### config.mk
export PLATFORM = sky130hd
export DESIGN_NAME = uart_tx_top
export DESIGN_NICKNAME = d
export VERILOG_FILES = /design/src/rtl/uart_tx_top.sv
export SDC_FILE = /design/constraint.sdc
export NUM_CORES = 1
export LEC_CHECK = 0
export BUFFER_PORTS_ARGS = -buffer_cell sky130_fd_sc_hd__buf_2
export CAP_MARGIN = 20
export CORE_UTILIZATION = 45
export CTS_BUF_LIST = sky130_fd_sc_hd__clkbuf_16
export DETAILED_ROUTE_END_ITERATION = 8
export PLACE_DENSITY_LB_ADDON = 0.2
export SYNTH_ARGS = -nofsm -noshare
export SYNTH_HDL_FRONTEND = slang
export SYNTH_SLANG_ARGS = --single-unit
### constraint.sdc
create_clock -name clk -period 2.41 [get_ports clk]
set_clock_uncertainty 0.05 [all_clocks]
set_input_delay 0.3615 -clock clk [delete_from_list [all_inputs] [get_ports clk]]
set_output_delay 0.3615 -clock clk [all_outputs]
set_load 0.03 [all_outputs]
### src/rtl/uart_tx_top.sv
// UART transmit engine: pops bytes from a first-word-fall-through TX FIFO
// and serialises start, 5-8 data bits LSB first, optional parity and
// 1/1.5/2 stop bits, timed by a 16x baud_pulse strobe.
module uart_tx_top #(
  parameter int TICKS_PER_BIT = 16
) (
  input  logic       clk,
  input  logic       rst,
  input  logic       baud_pulse,
  input  logic       stb,
  input  logic       sticky_parity,
  input  logic       eps,
  input  logic       pen,
  input  logic [1:0] wls,
  input  logic       set_break,
  input  logic       tx_fifo_empty,
  input  logic [7:0] din,
  output logic       pop,
  output logic       tx,
  output logic       sreg_empty
);

  // Longest state is two stop bits, so the tick counter must hold 2*T-1.
  localparam int TW = $clog2(2 * TICKS_PER_BIT);
  localparam logic [TW-1:0] L_BIT    = TW'(TICKS_PER_BIT - 1);
  localparam logic [TW-1:0] L_STOP15 = TW'(TICKS_PER_BIT * 3 / 2 - 1);
  localparam logic [TW-1:0] L_STOP2  = TW'(2 * TICKS_PER_BIT - 1);

  typedef enum logic [2:0] {S_IDLE, S_START, S_DATA, S_PARITY, S_STOP} state_t;

  state_t          r_state, w_state_nxt;
  logic [TW-1:0]   r_tick, w_tick_nxt;
  logic [2:0]      r_bit, w_bit_nxt;
  logic [7:0]      r_shift, w_shift_nxt;
  logic            r_tx, w_tx_nxt;
  logic [1:0]      r_wls;
  logic            r_pen, r_stb, r_par;
  logic            w_pop, w_done;
  logic [TW-1:0]   w_limit;
  logic [7:0]      w_mask;
  logic            w_xor, w_par;

  // Parity is resolved from the live LCR at pop time; only the bits that
  // will actually be sent contribute.
  always_comb begin
    w_mask = 8'hFF;
    case (wls)
      2'b00:   w_mask = 8'h1F;
      2'b01:   w_mask = 8'h3F;
      2'b10:   w_mask = 8'h7F;
      default: w_mask = 8'hFF;
    endcase
    w_xor = ^(din & w_mask);
    w_par = sticky_parity ? ~eps : (eps ? w_xor : ~w_xor);
  end

  // Per-state tick limit (minus one) and end-of-state strobe.
  always_comb begin
    w_limit = L_BIT;
    if (r_state == S_STOP && r_stb)
      w_limit = (r_wls == 2'b00) ? L_STOP15 : L_STOP2;
    w_done = baud_pulse && (r_tick == w_limit);
  end

  // Next-state, counters, shifter and next line value.
  always_comb begin
    w_state_nxt = r_state;
    w_tick_nxt  = r_tick;
    w_bit_nxt   = r_bit;
    w_shift_nxt = r_shift;
    w_pop       = 1'b0;
    if (r_state != S_IDLE && baud_pulse)
      w_tick_nxt = w_done ? '0 : r_tick + TW'(1);
    case (r_state)
      S_IDLE: begin
        if (!tx_fifo_empty) begin
          w_pop       = 1'b1;
          w_state_nxt = S_START;
          w_tick_nxt  = '0;
          w_bit_nxt   = '0;
          w_shift_nxt = din;
        end
      end
      S_START:  if (w_done) w_state_nxt = S_DATA;
      S_DATA: begin
        if (w_done) begin
          w_shift_nxt = r_shift >> 1;
          w_bit_nxt   = r_bit + 3'd1;
          if (r_bit == {1'b0, r_wls} + 3'd4)
            w_state_nxt = r_pen ? S_PARITY : S_STOP;
        end
      end
      S_PARITY: if (w_done) w_state_nxt = S_STOP;
      S_STOP:   if (w_done) w_state_nxt = S_IDLE;
      default:  w_state_nxt = S_IDLE;
    endcase
    // Line value is registered alongside the state it belongs to.
    case (w_state_nxt)
      S_START:  w_tx_nxt = 1'b0;
      S_DATA:   w_tx_nxt = w_shift_nxt[0];
      S_PARITY: w_tx_nxt = r_par;
      default:  w_tx_nxt = 1'b1;
    endcase
  end

  // State, counters and registered line value.
  always_ff @(posedge clk or negedge rst) begin
    if (!rst) begin
      r_state <= S_IDLE;
      r_tick  <= '0;
      r_bit   <= '0;
      r_shift <= '0;
      r_tx    <= 1'b1;
    end else begin
      r_state <= w_state_nxt;
      r_tick  <= w_tick_nxt;
      r_bit   <= w_bit_nxt;
      r_shift <= w_shift_nxt;
      r_tx    <= w_tx_nxt;
    end
  end

  // Frame-format snapshot so LCR writes mid-frame do not disturb it.
  always_ff @(posedge clk or negedge rst) begin
    if (!rst) begin
      r_wls <= 2'b00;
      r_pen <= 1'b0;
      r_stb <= 1'b0;
      r_par <= 1'b0;
    end else if (w_pop) begin
      r_wls <= wls;
      r_pen <= pen;
      r_stb <= stb;
      r_par <= w_par;
    end
  end

  // pop is gated by reset so a non-empty FIFO is never popped while held.
  assign pop        = w_pop & rst;
  assign tx         = r_tx & ~set_break;
  assign sreg_empty = (r_state == S_IDLE);

endmodule

==> flow_metrics.py <==
metrics = {
    "clock_network": {
        "cts_sinks": 25,
        "htree_levels": 1,
        "cts_tree": "built",
        "post-cts-setup-buffers": 0,
        "insertion_delay_ns": 0.26,
        "postCtsHoldBufs": 0,
        "cts_buffer_depth": 2,
        "clk_pin_slew_ns": 0.06,
        "numCtsBuffers": 3,
        "ctsResizeCount": 0,
        "cts_root_buffer": "clkbuf_16",
    },
    "logic_synthesis": {
        "ys_warn_count": 0,
        "synthFlopType": "dfrtp_1",
        "ys_seq_area_share_pct": 43.3,
        "syn_nets": 176,
        "ys_ff_latch": 25,
        "netlist_instances": 155,
        "syn_avg_cell_area_sq_um": 9.33,
        "synth-edff-count": 0,
        "synth_cell_type_count": 42,
        "netlist_area_sq_um": 1450,
        "async_reset_ff_share_pct": 100,
    },
    "worst_setup_path": {
        "worstReg2RegEnd": "r_tx",
        "r2r_start": "r_state[0]",
        "endpoint": "r_tx",
        "end_kind": "flip-flop",
        "worst_setup_path_start_kind": "flip-flop",
        "r2r_setup_slack_ns": 0.39,
        "worstPathMaxFanout": 10,
        "reg2regPathDepth": 6,
        "required_ns": 2.53,
        "startpoint": "r_state[0]",
        "slowest_stage": "dfrtp_1",
        "slowest_delay_ns": 0.38,
        "critPathKind": "flip-flop to flip-flop",
        "worstPathCellList": "and4bb_4 -> mux2_4 -> a21oi_4 -> a311oi_1 -> a211oi_2 -> a32oi_1",
        "crit_arrival_ns": 2.14,
    },
    "placement": {
        "place.gp.congestion": 0.806,
        "io_buffer_count": 21,
        "dp.cells": 221,
        "hpwl_microns": 2390,
    },
    "routing": {
        "vias": 1223,
        "wl_microns": 3200,
        "vias_per_cell": 5.44,
        "wl_per_cell_microns": 14.2,
        "first_iter_violations": 66,
        "drc": 0,
        "drt.antenna.violating_nets": 0,
        "drtPass1Iterations": 4,
    },
    "layout": {
        "drive_above_1_share_pct": 23.2,
        "nNetsFinal": 203,
        "insertedDiodeCount": 0,
        "final_cells": 225,
        "syn2layout_area_growth_pct": 18.3,
        "fin_util_pct": 56.1,
    },
    "timing": {
        "rsz0062_at_grt": "false",
        "finalSetupTns_ns": 0,
        "post-route-min-period_ns": 2.02,
        "finalSetupViolations": 0,
        "max_slew_margin_pct": 68.7,
        "worstMarginPinSlew_ns": 0.467,
        "period_share_pct": 83.8,
        "slew_violations": 0,
        "hold_viol": 0,
        "max_clock_freq_mhz": 495,
    },
    "floorplanning": {
        "core_sq_um": 3050,
        "fp.dieH_microns": 58.7,
        "ios": 22,
        "rows": 20,
        "start_util_pct": 47.4,
        "die_w_microns": 58.7,
        "fp.dieArea_sq_um": 3450,
    },
    "power": {
        "power.density_nw_per_um2": 939,
        "irDropWorstVdd_mv": 0.467,
        "power.leakage_nw": 0.742,
    },
    "grt": {
        "grt_max_degree": 26,
        "grt_first_pass_wirelength_microns": 5400,
        "antenna_found_initial": 0,
        "overflow": 0,
        "grt_pass1_vias": 1191,
        "grt_use_total_pct": 21.5,
    },
    "outcome": {
        "status": "completed",
    },
    "worst_hold_path": {
        "hp-class": "primary input to async pin",
    },
    "flow_run": {
        "timing.max_cap.violations": 0,
    },
}
==> Yosys cell counts, types with 2 or more instances <==
master,instances,area [sq um]
a211oi_2,2,25.0
a21oi_1,5,25.0
a22oi_1,6,45.0
clkbuf_1,3,11.3
dfrtp_1,24,601
ha_1,2,25.0
inv_1,2,7.51
mux2_2,4,45.0
mux2i_1,2,20.0
nand2_1,31,116
nand2b_1,3,18.8
nand3_1,5,25.0
nor2_1,14,52.6
nor2b_1,3,18.8
nor3b_1,2,15.0
nor4b_1,2,17.5
o21ai_0,13,65.1
xnor2_1,7,61.3
xor2_1,2,17.5
==> final cells by class <==
class	instances	area, sq um
clock buffer	3	75.1
tap	44	55.1
timing repair buffer	28	158
multi-input combinational	122	786
sequential	25	627
clock inverter	1	3.75
fill	285	1340
inverter	2	7.51
==> metrics by stage <==
step / worst slack, ns / area, sq um / hold WS (ns) / total power, mW
after CTS: 0.375 / 1710 / 0.0693 / 1.62
after detailed placement: 0.420 / 1630 / 0.346 / 1.24
after global routing: 0.279 / 1710 / 0.0916 / 1.72
final: 0.389 / 1710 / 0.0527 / 1.61
after floorplan: 0.380 / 1450 / 0.0159 / 1.08
after global placement: 0.465 / 1630 / 0.350 / 1.21
==> flip-flops by register name, summed over array words and instances, names as in the netlist <==
name	flops
r_bit	3
r_par	1
r_pen	1
r_shift	8
r_state	3
r_stb	1
r_tick	5
r_tx	1
r_wls	2
==> critical path, delay by kind of cell (launching register included) <==
kind	cells	cell delay, ns
compound gates	4	0.81
flops	1	0.38
simple gates	1	0.36
mux	1	0.33
==> report_power, final <==
part	total [mW]	switching (mW)	internal, mW
sequential	0.723	0.133	0.590
combinational	0.510	0.275	0.235
clock	0.374	0.151	0.222
==> layer usage <==
| metal | routed length (microns) | global-route usage [%] |
|---|---|---|
| met1 | 1420 | 27.3 |
| met2 | 1550 | 34.6 |
| met3 | 152 | 4.84 |
| met4 | 77 | 10.2 |
| met5 | 0 | 0 |
==> worst min path at each step <==
stage / cells after the start / to / startpoint / slack [ns]
after detailed placement: 2 / r_tick[3] / rst / 0.35
after global routing: 2 / r_tick[0] / rst / 0.09
after floorplan: 0 / r_bit[0] / rst / 0.02
after global placement: 2 / r_pen / rst / 0.35
after CTS: 2 / r_tick[3] / rst / 0.07
final: 2 / r_tick[0] / rst / 0.05
==> logic make-up (layout without fill, tap and decap cells) <==
family | after synthesis | count (layout) | synth area share, %
and+or+nand+nor | 68 | 68 | 23.0
AOI/OAI and AO/OA | 35 | 35 | 16.4
DFF | 25 | 25 | 43.3
xor gates and xnor gates | 10 | 10 | 7.01
buffers and inverters | 8 | 34 | 2.94
muxes | 7 | 7 | 5.54
adders and majority gates | 2 | 2 | 1.73
==> cell usage in the layout, fill, tap and decap left out, types with 3 or more instances in the layout <==
cell type and n:
clkbuf_16 3, a22oi_1 6, dfrtp_1 24, buf_4 7, xnor2_1 7, mux2_2 4
o21ai_0 13, inv_1 3, nand3_1 5, nand2b_1 3, a21oi_1 5, buf_2 21
nor2_1 14, nand2_1 31, nor2b_1 3
Note: power is estimated with default switching activity, not from simulation.
